### src/rtl/collision_scan_sequencer.sv
// collision_scan_sequencer: once per frame, walks the four edges of the sprite
// bounding box (TOP, BOTTOM, LEFT, RIGHT). It issues background reads under a
// req/grant handshake and returns each pixel tagged with its edge and
// end-of-edge flag.
// Optional: define SCAN_ABORT_EN to add the abort input / aborted output.
module collision_scan_sequencer #(
   parameter int SPRITE_SIZE = 16,
   parameter int RD_LATENCY  = 2,
   parameter int COORD_W     = 10
) (
   input  logic               clk,
   input  logic               rst,
   input  logic               start,
   input  logic [COORD_W-1:0] sp_x,
   input  logic [COORD_W-1:0] sp_y,
   output logic               rd_req,
   input  logic               rd_grant,
   output logic [COORD_W-1:0] rd_x,
   output logic [COORD_W-1:0] rd_y,
   input  logic [23:0]        bg_rgb,
   output logic               acc_clear,
   output logic               sample_valid,
   output logic [23:0]        sample_rgb,
   output logic [1:0]         sample_edge,
   output logic               sample_last,
   output logic               busy,
   output logic               done
`ifdef SCAN_ABORT_EN
   ,
   input  logic               abort,
   output logic               aborted
`endif
);

   localparam int IDXW = (SPRITE_SIZE > 1) ? $clog2(SPRITE_SIZE) : 1;
   localparam int CNTW = $clog2(RD_LATENCY + 2);

   typedef enum logic [2:0] {S_IDLE, S_CLEAR, S_SCAN, S_DRAIN, S_DONE} state_t;

   state_t              state_q, state_d;
   logic [COORD_W-1:0]  spx_q, spy_q;
   logic [1:0]          edge_q, edge_d;
   logic [IDXW-1:0]     idx_q, idx_d;
   logic [COORD_W-1:0]  rd_x_q, rd_y_q, rdx_d, rdy_d;
   logic [RD_LATENCY-1:0]      tag_vld_q;
   logic [RD_LATENCY-1:0][1:0] tag_edge_q;
   logic [RD_LATENCY-1:0]      tag_last_q;
   logic [CNTW-1:0]     inflight_q;
   logic                sample_valid_q, sample_last_q;
   logic [23:0]         sample_rgb_q;
   logic [1:0]          sample_edge_q;
   logic                accept, last_idx, emerge, abort_hit;

   assign accept   = rd_req & rd_grant;
   assign last_idx = (idx_q == IDXW'(SPRITE_SIZE - 1));
   assign emerge   = tag_vld_q[RD_LATENCY-1];

`ifdef SCAN_ABORT_EN
   logic aborted_q;
   assign abort_hit = abort & ((state_q == S_CLEAR) | (state_q == S_SCAN) | (state_q == S_DRAIN));
   assign aborted   = aborted_q;

   // One-cycle acknowledge of an accepted abort.
   always_ff @(posedge clk) begin
      if (rst) aborted_q <= 1'b0;
      else     aborted_q <= abort_hit;
   end
`else
   assign abort_hit = 1'b0;
`endif

   // State register.
   always_ff @(posedge clk) begin
      if (rst) state_q <= S_IDLE;
      else     state_q <= state_d;
   end

   // Next-state logic; drain waits until every accepted read has come back.
   always_comb begin
      state_d = state_q;
      unique case (state_q)
         S_IDLE:  if (start) state_d = S_CLEAR;
         S_CLEAR: state_d = S_SCAN;
         S_SCAN:  if (accept && edge_q == 2'd3 && last_idx) state_d = S_DRAIN;
         S_DRAIN: if (inflight_q == '0) state_d = S_DONE;
         S_DONE:  state_d = S_IDLE;
         default: state_d = S_IDLE;
      endcase
      if (abort_hit) state_d = S_IDLE;
   end

   // Moore outputs decoded from state.
   always_comb begin
      rd_req    = (state_q == S_SCAN);
      acc_clear = (state_q == S_CLEAR);
      busy      = (state_q != S_IDLE);
      done      = (state_q == S_DONE);
   end

   // Walk position: idx advances only on acceptance, edge steps at end of side.
   always_comb begin
      edge_d = edge_q;
      idx_d  = idx_q;
      if (state_q == S_CLEAR) begin
         edge_d = 2'd0;
         idx_d  = '0;
      end else if (state_q == S_SCAN && accept) begin
         if (last_idx) begin
            idx_d  = '0;
            edge_d = edge_q + 2'd1;
         end else begin
            idx_d  = idx_q + IDXW'(1);
         end
      end
   end

   // Coordinate of the next request; corners are visited twice on purpose.
   always_comb begin
      rdx_d = spx_q;
      rdy_d = spy_q;
      unique case (edge_d)
         2'd0: begin rdx_d = spx_q + COORD_W'(idx_d);           rdy_d = spy_q; end
         2'd1: begin rdx_d = spx_q + COORD_W'(idx_d);           rdy_d = spy_q + COORD_W'(SPRITE_SIZE - 1); end
         2'd2: begin rdx_d = spx_q;                             rdy_d = spy_q + COORD_W'(idx_d); end
         default: begin rdx_d = spx_q + COORD_W'(SPRITE_SIZE - 1); rdy_d = spy_q + COORD_W'(idx_d); end
      endcase
   end

   // Datapath: anchor latch, walk regs, request coords, tag pipe, sample regs.
   always_ff @(posedge clk) begin
      if (rst) begin
         spx_q          <= '0;
         spy_q          <= '0;
         edge_q         <= 2'd0;
         idx_q          <= '0;
         rd_x_q         <= '0;
         rd_y_q         <= '0;
         tag_vld_q      <= '0;
         tag_edge_q     <= '0;
         tag_last_q     <= '0;
         inflight_q     <= '0;
         sample_valid_q <= 1'b0;
         sample_last_q  <= 1'b0;
         sample_rgb_q   <= '0;
         sample_edge_q  <= 2'd0;
      end else begin
         if (state_q == S_IDLE && start) begin
            spx_q <= sp_x;
            spy_q <= sp_y;
         end
         edge_q <= edge_d;
         idx_q  <= idx_d;
         // Coordinates only move while scanning, so they hold through stalls.
         if (state_d == S_SCAN) begin
            rd_x_q <= rdx_d;
            rd_y_q <= rdy_d;
         end
         for (int i = RD_LATENCY - 1; i > 0; i--) begin
            tag_vld_q[i]  <= tag_vld_q[i-1];
            tag_edge_q[i] <= tag_edge_q[i-1];
            tag_last_q[i] <= tag_last_q[i-1];
         end
         tag_vld_q[0]  <= accept;
         tag_edge_q[0] <= edge_q;
         tag_last_q[0] <= last_idx;
         inflight_q    <= inflight_q + CNTW'(accept) - CNTW'(emerge);
         if (abort_hit) begin
            tag_vld_q  <= '0;
            inflight_q <= '0;
         end
         sample_valid_q <= emerge & ~abort_hit;
         sample_last_q  <= emerge & tag_last_q[RD_LATENCY-1] & ~abort_hit;
         if (emerge) begin
            sample_rgb_q  <= bg_rgb;
            sample_edge_q <= tag_edge_q[RD_LATENCY-1];
         end
      end
   end

   assign rd_x         = rd_x_q;
   assign rd_y         = rd_y_q;
   assign sample_valid = sample_valid_q;
   assign sample_rgb   = sample_rgb_q;
   assign sample_edge  = sample_edge_q;
   assign sample_last  = sample_last_q;

endmodule
### config.mk
export PLATFORM = sky130hd
export DESIGN_NAME = collision_scan_sequencer
export DESIGN_NICKNAME = d
export VERILOG_FILES = /design/src/rtl/collision_scan_sequencer.sv
export SDC_FILE = /design/constraint.sdc
export NUM_CORES = 1
export LEC_CHECK = 0
export BUFFER_PORTS_ARGS = -buffer_cell sky130_fd_sc_hd__buf_4
export CAP_MARGIN = 20
export CELL_PAD_IN_SITES_DETAIL_PLACEMENT = 1
export CELL_PAD_IN_SITES_GLOBAL_PLACEMENT = 1
export CORE_MARGIN = 5
export CORE_UTILIZATION = 35
export DETAILED_ROUTE_END_ITERATION = 8
export GPL_TIMING_DRIVEN = 0
export PLACE_DENSITY_LB_ADDON = 0.1
export SYNTH_ARGS = -nofsm -noshare
export SYNTH_HDL_FRONTEND = slang
export SYNTH_SLANG_ARGS = --single-unit
### constraint.sdc
create_clock -name clk -period 3.6 [get_ports clk]
set_input_delay 0.18 -clock clk [delete_from_list [all_inputs] [get_ports clk]]
set_output_delay 0.18 -clock clk [all_outputs]
set_load 0.02 [all_outputs]
Word-level counts from Yosys, hierarchy flattened:

Cells that the tools add are included.

* bits in registers: 87
* output and inout bits: 52
* logic and storage cells: 56

* add/subtract/negate cells: 8
* eq/ne operators: 9
* mux-type cells: 12
* bitwise operators: 2
* reductions and logical operators: 9

Operator list (count)
* 10-bit case mux with 2 select lines: 2
* 10-bit by 4-bit adder with 10-bit output: 2
* 10-bit by 4-bit adder with 10-bit output (second input constant): 2
* 4-bit two-way mux: 3
* 3-bit case mux with 4 select lines: 1
* 3-bit by 2-bit equality test with 1-bit output (second input constant): 3
* 3-bit two-way mux: 3
* 2-bit two-way mux: 3
* 4-bit by 1-bit adder with 4-bit output (second input constant): 1
* 2-bit equality test (second input constant): 2
* 4-bit equality test (second input constant): 1
* 1-bit logical AND: 4
* 2-bit logical NOT: 2
* 3-bit by 1-bit equality test with 1-bit output (second input constant): 1
* 3-bit equality test (second input constant): 1
* 3-bit logical NOT: 1
* 3-bit nonzero test: 1
* 2-bit by 1-bit adder with 2-bit output: 1
* 2-bit by 1-bit adder with 2-bit output (second input constant): 1
* 1-bit bitwise AND: 2
* 2-bit by 1-bit equality test with 1-bit output (second input constant): 1
* 2-bit OR reduction: 1
* 2-bit by 1-bit subtractor with 2-bit output: 1

Longest topological paths before layout:

Gate-level depths: netlist of run 1.

* depth in word-level cells: 8
* mapped depth: 15
* mapped depth without buffers: 14

Worst setup path after synthesis of run 1:

OpenSTA, ideal clock, no wires.

* kind: register -> register
* from: register state_q[0]
* to: register rd_x_q[6], in the netlist rd_x[6]
* arrival: 2.787 ns
* required time: 3.474 ns
* setup slack: 0.687 ns
* stages on the path, launching flop included: 16
* path buffers: 2
* period minus slack after synthesis: 2.913 ns
* cell sequence: dfxtp_1 > buf_6 > and4bb_4 > buf_12 > inv_6 > nor2_1 > a21oi_1 > a21oi_1 > ha_1 > inv_1 > fa_1 > nor2b_1 > o21ai_0 > a211oi_2 > a21o_1 > a31oi_1

* word-level cells in the longest chain between the ends: 8

RTL lines
* start, declared: line 40 `state_t state_q, state_d;`
* start signal, assigned: line 75 `else state_q <= state_d;`
* branches (longest 8 deep; another with 10-bit by 4-bit adder with 10-bit output)
* end signal, assigned: line 155 `rd_x_q <= rdx_d;`
* end, declared: line 44 `logic [COORD_W-1:0] rd_x_q, rd_y_q, rdx_d, rdy_d;`

Parallel ways; which one is timed is not known.
A chain may end at the register's enable or synchronous reset.

Worst setup path after layout of run 1:

* from: register state_q[1]
* to: register rd_y_q[4], in the netlist rd_y[4]

* word-level cells in the longest chain between the ends: 7

RTL lines
* 3-bit by 2-bit equality test with 1-bit output: line 81, 94, 107
* 1-bit bitwise AND: line 54 `assign accept = rd_req & rd_grant;`
* 1-bit logical AND (on tied branches): line 107, 84
* 4-bit two-way mux, or another cell as far along: line 107 `end else if (state_q == S_SCAN && accept) begin`
* 4-bit two-way mux, or another cell as far along: line 104 `if (state_q == S_CLEAR) begin`
* 10-bit by 4-bit adder with 10-bit output, or another cell as far along: line 124, 125
* 10-bit case mux with 2 select lines / 3-bit by 2-bit equality test with 1-bit output (equally long branches): line 121, 154
* end signal, assigned: line 156 `rd_y_q <= rdy_d;`
* end, declared: line 44

Several ways; a longest one is shown, not always the timed one.

==> impl_metrics.tcl, run 1 <==
set metrics [dict create \
    hold_viol_final 0 \
    cp-end-kind "flop" \
    dpl_cell_area_um2 4920 \
    gp_congestion 0.899 \
    place_inst 683 \
    cts_setup_buffers 0 \
    ir_drop_v 0.000257 \
    p_leak_nw 2.16 \
    cts.clk_slew.worst_paths_ps 70 \
    numCtsBuffers 9 \
    clock_latency_ps 340 \
    crit_arrival_ps 3540 \
    drc 0 \
    finalInstanceArea_um2 5230 \
    io_pins 100 \
    tns_ps 0 \
    syn_nets 504 \
    wl_per_cell_um 15.9 \
    cp.required_ps 3850 \
    synth_edf_count 0 \
    htree_num_levels 3 \
    antenna_left 0 \
    ys_seq_area_share_pct 43.5 \
    worstMarginPinSlew_ps 714 \
    syn_to_final_growth_pct 30.5 \
    cts_resized 0 \
    grt_max_degree 16 \
    rsz0062_at_grt "false" \
    wl_mm 11.1 \
    fin_ws_ps 310 \
    initial_core_util_pct 35.4 \
    synthFlopType "dfxtp_1" \
    layout_commonest_cell "buf_4" \
    nets 614 \
    grt_pass1_wl_mm 17.6 \
    gr-total-overflow 0 \
    final_layout_size_suffix_gt1_share_pct 25.3 \
    status "finished, final reports clean" \
    async_flop_share_pct 0 \
    dr.first_iter.drc_count 118 \
    drt-vias-per-instance 4.92 \
    antenna_found_initial 0 \
    post-route-period-util_pct 91.4 \
    hold_path.class "input pin to flop" \
    cts_hold_buf 0 \
    synth_seq_cells 87 \
    pre_cts_slack_ps 254 \
    yosysWarnings 0 \
    most-common-layout-cells "100 x buf_4, 87 x dfxtp_1, 57 x nand2_1" \
    via_count 3441 \
    clock_skew_ps 7.22 \
    max_slew_margin_pct 52.4 \
    utilization_pct 46.2 \
    dieWidth_um 117 \
    first_global_vias 3592 \
    setup_viol 0 \
    cts_buffer_depth 2 \
    max-cap-violations 0 \
    die_y_um 117 \
    netlist_area_um2 4010 \
    grt_usage_pct 16.6 \
    critPathLaunchType "flop" \
    numClockSinks 87 \
    crit_fanout 10 \
    fin_crit_ps 3290 \
    cts_tree "built" \
    holdWs_ps 75.0 \
    dr.pass1.iters 4 \
    rows 39 \
    diodes 0 \
    io_buffers 98 \
    total_power_mw 2.48 \
    coreArea_um2 11300 \
    crit_type "flop to flop" \
    syn_avg_cell_area_um2 9.06 \
    stdcell_count 700 \
    die_area_um2 13700 \
    power_density_nw_per_um2 474 \
    place_hpwl_mm 8.26 \
    synth_cells 442 \
    yosysUniqueCellTypes 53 \
    fmax_mhz 304 \
    ctsRootBufferMaster "clkbuf_16" \
    slew_viol_final 0 \
]
[critical path, cell delays in order (launching register included)]
cell and delay (ps):
dfxtp_1 310, buf_2 210, and4bb_4 310, buf_12 150, inv_6 60, nor3_1 190
a21oi_1 100, a31oi_1 240, ha_1 220, inv_1 60, fa_1 400, nand2b_1 160
a21oi_1 240, nand3_1 130, xor2_1 170, a211oi_1 240
[synthesized netlist by cell type (all sizes together), types with 5 or more instances]
library cell / instances / area (um^2)
dfxtp: 87 / 1740
nand2: 57 / 214
nor2: 52 / 198
a21oi: 36 / 180
mux2i: 32 / 320
clkbuf: 15 / 56.3
a211oi: 14 / 120
o21ai: 14 / 81.3
buf: 13 / 85.1
inv: 13 / 53.8
ha: 12 / 150
xnor2: 12 / 105
nor2b: 10 / 62.6
nand3: 9 / 45.0
and2: 7 / 45.1
xor2: 6 / 52.6
a21o: 5 / 37.5
[path summary, 6_finish.rpt]
kind / cells after the start / start / to / slack (ps)
max reg2reg: 15 / state_q[1] / rd_y[4] / 310
max: 15 / state_q[1] / rd_y[4] / 310
min reg2reg: 1 / tag_last_q[1] / sample_last / 430
min: 3 / bg_rgb[3] / sample_rgb[3] / 80
[power by group]
part / total (mW) / switching (mW) / internal [mW] / leakage, nW
clock network: 0.934 / 0.395 / 0.539 / 0.145
logic: 0.464 / 0.269 / 0.195 / 1.30
registers: 1.08 / 0.0468 / 1.03 / 0.708
[logic make-up (layout without fill, tap and decap cells)]
| kind of cell | Yosys count | in the layout | synth area share (%) |
|---|---|---|---|
| flops | 87 | 87 | 43.5 |
| simple gates | 165 | 165 | 20.4 |
| mux | 32 | 32 | 8.00 |
| xor+xnor | 18 | 18 | 3.94 |
| buf+inv | 41 | 156 | 4.87 |
| fa+ha+maj | 14 | 14 | 4.75 |
| compound gates | 85 | 85 | 14.5 |
[registers in the layout (all words and copies together) (netlist names), 2 cells and up]
signal and flops:
tag_edge_q 4, edge_q 2, spy_q 10, tag_last_q 2
sample_rgb 24, sample_edge 2, spx_q 10, rd_x 10
tag_vld_q 2, rd_y 10, inflight_q 2, idx_q 4
state_q 3
[cell type report]
class | instances | area (um^2)
Fill cell | 1338 | 6090
Multi-Input combinational cell | 314 | 2070
Sequential cell | 87 | 1740
Timing Repair Buffer | 99 | 743
Clock buffer | 9 | 225
Tap cell | 143 | 179
Buffer | 28 | 141
Clock inverter | 7 | 73.8
Inverter | 13 | 53.8
[routing by layer]
metal | track usage, % | routed length [um] | up-vias
met2 | 29.3 | 5540 | 75
li1 | - | - | 1730
met1 | 20.3 | 4890 | 1626
met5 | 0 | 0 | -
met4 | 5.28 | 121 | 0
met3 | 3.19 | 562 | 10
Note: power is estimated with default switching activity, not from simulation.
==> run 2, diff against run 1 <==
BUFFER_PORTS_ARGS = unset   (was -buffer_cell sky130_fd_sc_hd__buf_4)
CORE_UTILIZATION = 41   (was 35)
DONT_BUFFER_PORTS = 1   (was unset)
SKIP_CTS_REPAIR_TIMING = 1   (was unset)
==> run 2 against run 1 <==
Effect of this change:
- first-iteration DRC count decreased by 16%
- hold slack got worse by 99 ps
- register-to-register slack about the same
- sequential power increased by 6%
- utilization increased by 3.6 points
- total power decreased by 10%
- critical path type unchanged
- the run now ends with negative hold slack left
- clock skew increased by 2.1 ps
- count of clock-buffer cells in the layout increased by 2
- maximum frequency increased by 0.34%
- combinational power decreased by 30%
- critical endpoint unchanged
- non-clock buffer count decreased by 59
- via count decreased by 6.7%
==> impl_metrics.tcl, run 2 (same netlist as run 1, synthesis figures left out) <==
set metrics [dict create \
    most-common-layout-cells "87 x dfxtp_1, 57 x nand2_1, 51 x nor2_1" \
    io_pins 100 \
    die_area_um2 11800 \
    min_to "sample_rgb[14]" \
    die_y_um 109 \
    ir_drop_v 0.000175 \
    numCtsBuffers 9 \
    total_power_mw 2.22 \
    fillers 1172 \
    cts.clk_slew.worst_paths_ps 90 \
    cts_buffer_depth 2 \
    post-route-period-util_pct 91.1 \
    dr.pass1.iters 4 \
    antenna_left 0 \
    dr.first_iter.drc_count 99 \
    stdcell_count 631 \
    r2r_cells 15 \
    first_global_vias 3179 \
    holdWs_ps -24.0 \
    diodes 0 \
    crit_fanout 10 \
    grt_max_degree 15 \
    holdPathStages 2 \
    worstMarginPinSlew_ps 716 \
    critPathLaunchType "flop" \
    clock_latency_ps 350 \
    slew_viol_final 0 \
    p_leak_nw 1.79 \
    wl_mm 10.1 \
    reg2reg_slack_ps 320 \
    numClockSinks 87 \
    grt_usage_pct 16.9 \
    htree_num_levels 3 \
    ctsRootBufferMaster "clkbuf_8" \
    power_density_nw_per_um2 463 \
    hold_viol_final 4 \
    place_hpwl_mm 7.34 \
    utilization_pct 49.8 \
    final_layout_size_suffix_gt1_share_pct 8.84 \
    max-cap-violations 0 \
    violations "negative hold slack" \
    cp.required_ps 3860 \
    via_count 3209 \
    largest_register_ffs 24 \
    antenna_found_initial 0 \
    io_buffers 0 \
    place_inst 575 \
    fin_crit_ps 3280 \
    fin_ws_ps 322 \
    rsz0062_at_grt "false" \
    crit_arrival_ps 3540 \
    nets 555 \
    tns_ps 0 \
    pre_cts_slack_ps 254 \
    gr-total-overflow 0 \
    cp-end-kind "flop" \
    rows 36 \
    fmax_mhz 305 \
    hold_path.class "input pin to flop" \
    syn_to_final_growth_pct 19.8 \
    cts_tree "built" \
    grt_pass1_wl_mm 15.6 \
    clock_skew_ps 9.37 \
    setup_viol 0 \
    crit_type "flop to flop" \
    r2r_start "state_q[1]" \
    hp-start "bg_rgb[14]" \
    max_slew_margin_pct 52.2 \
    initial_core_util_pct 41.5 \
    dieWidth_um 109 \
    drc 0 \
    coreArea_um2 9640 \
    status "complete, but fails checks" \
    layout_commonest_cell "dfxtp_1" \
    gp_congestion 0.819 \
    reg2reg_to "rd_y[4]" \
    drt-vias-per-instance 5.09 \
    wl_per_cell_um 16.0 \
]
run 2: critical path, cell delays in order, from the launching register on:
cell	delay (ps)
dfxtp_1	310
buf_2	210
and4bb_4	310
buf_12	150
inv_6	60
nor3_1	180
a21oi_1	100
a31oi_1	270
ha_1	220
inv_1	60
fa_1	390
nand2b_1	180
a21oi_2	200
nand3_1	120
xor2_1	170
a211oi_1	250
run 2: layout make-up:
type | count | area (um^2) | share of cell area, %
Multi-Input combinational cell | 314 | 2070 | 43.2
Sequential cell | 87 | 1740 | 36.3
Timing Repair Buffer | 40 | 398 | 8.29
Tap cell | 133 | 166 | 3.47
Buffer | 28 | 143 | 2.97
Clock buffer | 11 | 141 | 2.95
Clock inverter | 5 | 81.3 | 1.70
Inverter | 13 | 53.8 | 1.12
run 2: through the flow:
stage | hold slack, ps | area, um^2
floorplan | 316 | 4010
global placement | 318 | 4170
detailed placement | 326 | 4170
CTS | -65.6 | 4390
global route | -1.33 | 4800
finish | -24.0 | 4800
run 2: power breakdown:
part	total, mW	switching, mW	leakage [nW]	internal [mW]
logic	0.325	0.190	0.968	0.135
registers	1.14	0.107	0.708	1.03
clock network	0.757	0.347	0.110	0.410
run 2: worst max path at each step:
stage / slack, ps / from / cells past startpoint / endpoint
final: 320 / state_q[1] / 15 / rd_y[4]
after floorplan: 690 / state_q[0] / 15 / rd_x[6]
after CTS: 200 / state_q[0] / 15 / rd_y[4]
after global placement: 270 / state_q[1] / 11 / rd_x[9]
after detailed placement: 250 / state_q[1] / 11 / rd_x[9]
after global routing: 70 / state_q[1] / 15 / rd_y[4]
run 2: routing by layer:
metal / GRT usage [%] / share of wire (%) / vias to the layer above
met4: 5.68 / 1.2 / 0
li1: - / - / 1617
met3: 4.14 / 5.2 / 9
met2: 29.0 / 50 / 58
met1: 20.6 / 44 / 1525
met5: 0 / 0 / -
==> run 3, diff against run 2 <==
ABC_AREA = 1   (was unset)
CORE_MARGIN = 2   (was 5)
==> run 3 against run 2 <==
Effect of this change:
- the flow still finishes with violations (negative hold slack)
- total power rose by 0.76%
- flip-flop and latch count is the same
- register-to-register slack lost 30 ps
- combinational power is 27% higher
- design area is 11% higher
- clock power shrank 4.2%
- final cell count increased by 30%
- global-route usage rose by 5.4 points
- clock skew is 6.5 ps higher
==> impl_metrics.tcl, run 3 <==
set metrics [dict create \
    ir_drop_v 0.000211 \
    synth_commonest_cells "175 x nand2_1, 87 x dfxtp_1, 78 x inv_1" \
    rows 38 \
    via_count 4109 \
    clock_skew_ps 15.9 \
    cts_tree "built" \
    die_area_um2 11900 \
    syn_nets 685 \
    yosysTopAreaCell "dfxtp_1" \
    synth_cells 623 \
    place_hpwl_mm 9.55 \
    post-route-period-util_pct 91.8 \
    synth_area_leaders "dfxtp_1 39%, nand2_1 15%, inv_1 6.5%" \
    die_y_um 109 \
    ys_seq_area_share_pct 38.5 \
    ctsRootBufferMaster "clkbuf_8" \
    first_global_vias 4018 \
    dr.first_iter.drc_count 132 \
    coreArea_um2 10800 \
    netSwitchingPower_mw 0.732 \
    power_density_nw_per_um2 421 \
    pre_cts_slack_ps 89.9 \
    multi_input_area_um2 2280 \
    cp-end-kind "flop" \
    cp.required_ps 3880 \
    slew_viol_final 0 \
    yosysUniqueCellTypes 36 \
    tns_ps 0 \
    netlist_area_um2 4520 \
    htree_num_levels 3 \
    worstMarginPinSlew_ps 834 \
    fin_ws_ps 294 \
    rsz0062_at_grt "false" \
    synth_seq_cells 87 \
    drt-vias-per-instance 5.02 \
    p_leak_nw 2.21 \
    hold_path.class "input pin to flop" \
    wl_mm 13.4 \
    cts_buffer_depth 2 \
    wl_per_cell_um 16.4 \
    antenna_found_initial 0 \
    nets 735 \
    dr.pass1.iters 4 \
    register_area_um2 1740 \
    initial_core_util_pct 41.9 \
    numClockSinks 87 \
    crit_fanout 10 \
    grt_usage_pct 22.2 \
    antenna_left 0 \
    most-common-layout-cells "174 x nand2_1, 86 x dfxtp_1, 78 x inv_1" \
    cp-startpoint "idx_q[0]" \
    largest_register_ffs 24 \
    crit_arrival_ps 3590 \
    fillers 1381 \
    max-cap-violations 0 \
    synth_edf_count 0 \
    hold_viol_final 1 \
    hp-start "sp_y[5]" \
    violations "negative hold slack" \
    fmax_mhz 302 \
    final_layout_size_suffix_gt1_share_pct 13.6 \
    layout_commonest_cell "nand2_1" \
    grt_max_degree 17 \
    dieWidth_um 109 \
    clkPwrFrac_pct 32.4 \
    gr-total-overflow 0 \
    yosysWarnings 0 \
    sequentialPowerShare_pct 49.1 \
    max_slew_margin_pct 44.4 \
    clock_latency_ps 390 \
    diodes 0 \
    yosysTopAreaCellShare_pct 38.5 \
    syn_avg_cell_area_um2 7.26 \
    sw_frac_of_total_pct 32.7 \
    async_flop_share_pct 0 \
    syn_to_final_growth_pct 17.4 \
    status "complete, but fails checks" \
    power.internal_mw 1.50 \
    setup_viol 0 \
    p_comb_share_pct 18.5 \
    io_pins 100 \
    gp_congestion 0.830 \
    synthFlopType "dfxtp_1" \
    crit_type "flop to flop" \
    holdWs_ps -3.11 \
    synth.most_common_cell "nand2_1" \
    fin_crit_ps 3310 \
    io_buffers 0 \
    cts.clk_slew.worst_paths_ps 100 \
    grt_pass1_wl_mm 20.1 \
    numCtsBuffers 9 \
    drc 0 \
    r2r_start "idx_q[0]" \
    critPathLaunchType "flop" \
]
## run 3: changes by cell type after synthesis, sizes merged, moves of 5 or more
| cell | before | now |
|---|---|---|
| nand2 | 57 | 182 |
| a21o | 5 | 0 |
| and2 | 7 | 0 |
| xnor2 | 12 | 4 |
| o21ai | 14 | 4 |
| nand4 | 1 | 14 |
| nand3 | 9 | 60 |
| nor2b | 10 | 0 |
| mux2i | 32 | 0 |
| inv | 13 | 85 |
| a21oi | 36 | 58 |
## run 3: power groups by stage
| stage | combinational, mW | sequential, mW | clock, mW |
|---|---|---|---|
| 2_1_floorplan | 0.290 | 1.10 | 0 |
| 3_3_place_gp | 0.363 | 1.12 | 0 |
| 3_5_place_dp | 0.375 | 1.12 | 0 |
| 4_1_cts | 0.379 | 1.10 | 0.748 |
| 5_1_grt | 0.465 | 1.11 | 0.783 |
| 6_report | 0.414 | 1.10 | 0.725 |
## run 3: path summary, 6_finish.rpt
| check | end | slack, ps | cells past startpoint |
|---|---|---|---|
| max reg2reg | rd_y[6] | 290 | 22 |
| max | rd_y[6] | 290 | 22 |
| min | spy_q[5] | -3 | 2 |
| min reg2reg | tag_edge_q[3] | 410 | 2 |
## run 3: logic make-up (layout without fill, tap and decap cells)
family          after synthesis  count (layout)  share of synthesized area [%]
flops                        87              87                           38.5
xor+xnor                      9               9                           1.74
simple gates                323             323                           34.4
compound gates               74              74                           9.77
buf+inv                     116             171                           11.3
fa+ha+maj                    14              14                           4.21
## run 3: metrics by stage
stage | std cells | instance area [um^2] | utilization (%) | power [mW]
after floorplan | 623 | 4520 | - | 1.39
after global placement | 763 | 4700 | 43.5 | 1.48
after detailed placement | 763 | 4700 | 43.5 | 1.50
after CTS | 779 | 4900 | 45.4 | 2.22
after global routing | 818 | 5310 | 49.2 | 2.35
final | 818 | 5310 | 49.2 | 2.24
## run 3: cell type report
| cell class | count | area share, % |
|---|---|---|
| Buffer | 30 | 3.53 |
| Clock buffer | 9 | 2.33 |
| Clock inverter | 7 | 1.51 |
| Inverter | 86 | 6.13 |
| Multi-Input combinational cell | 420 | 43.0 |
| Sequential cell | 87 | 32.8 |
| Tap cell | 140 | 3.30 |
| Timing Repair Buffer | 39 | 7.35 |
## run 3: routing by layer
layer  vias up  global-route usage [%]  routed length, um
met2        73                    37.7               6550
met1      1949                    27.8               6100
met3        17                    4.18                535
met5         -                       0                  0
li1       2070                       -                  -
met4         0                    8.61                258
## run 3: worst max-delay path: stages (launching register included)
cell      delay [ps]
dfxtp_1          390
ha_2             240
nand3_2          130
nand2_1          100
nand2_1           60
nand2_1          100
nand3_4          130
buf_6            180
nor2_4           130
inv_2             50
nand2_1           80
ha_1             240
inv_1             70
fa_1             390
nand3b_1         180
nand2_2          140
nand2_1           60
o21ai_0          200
nand2_1           80
nand2_1           80
nand3_2           70
nand2_1           60
inv_1             30
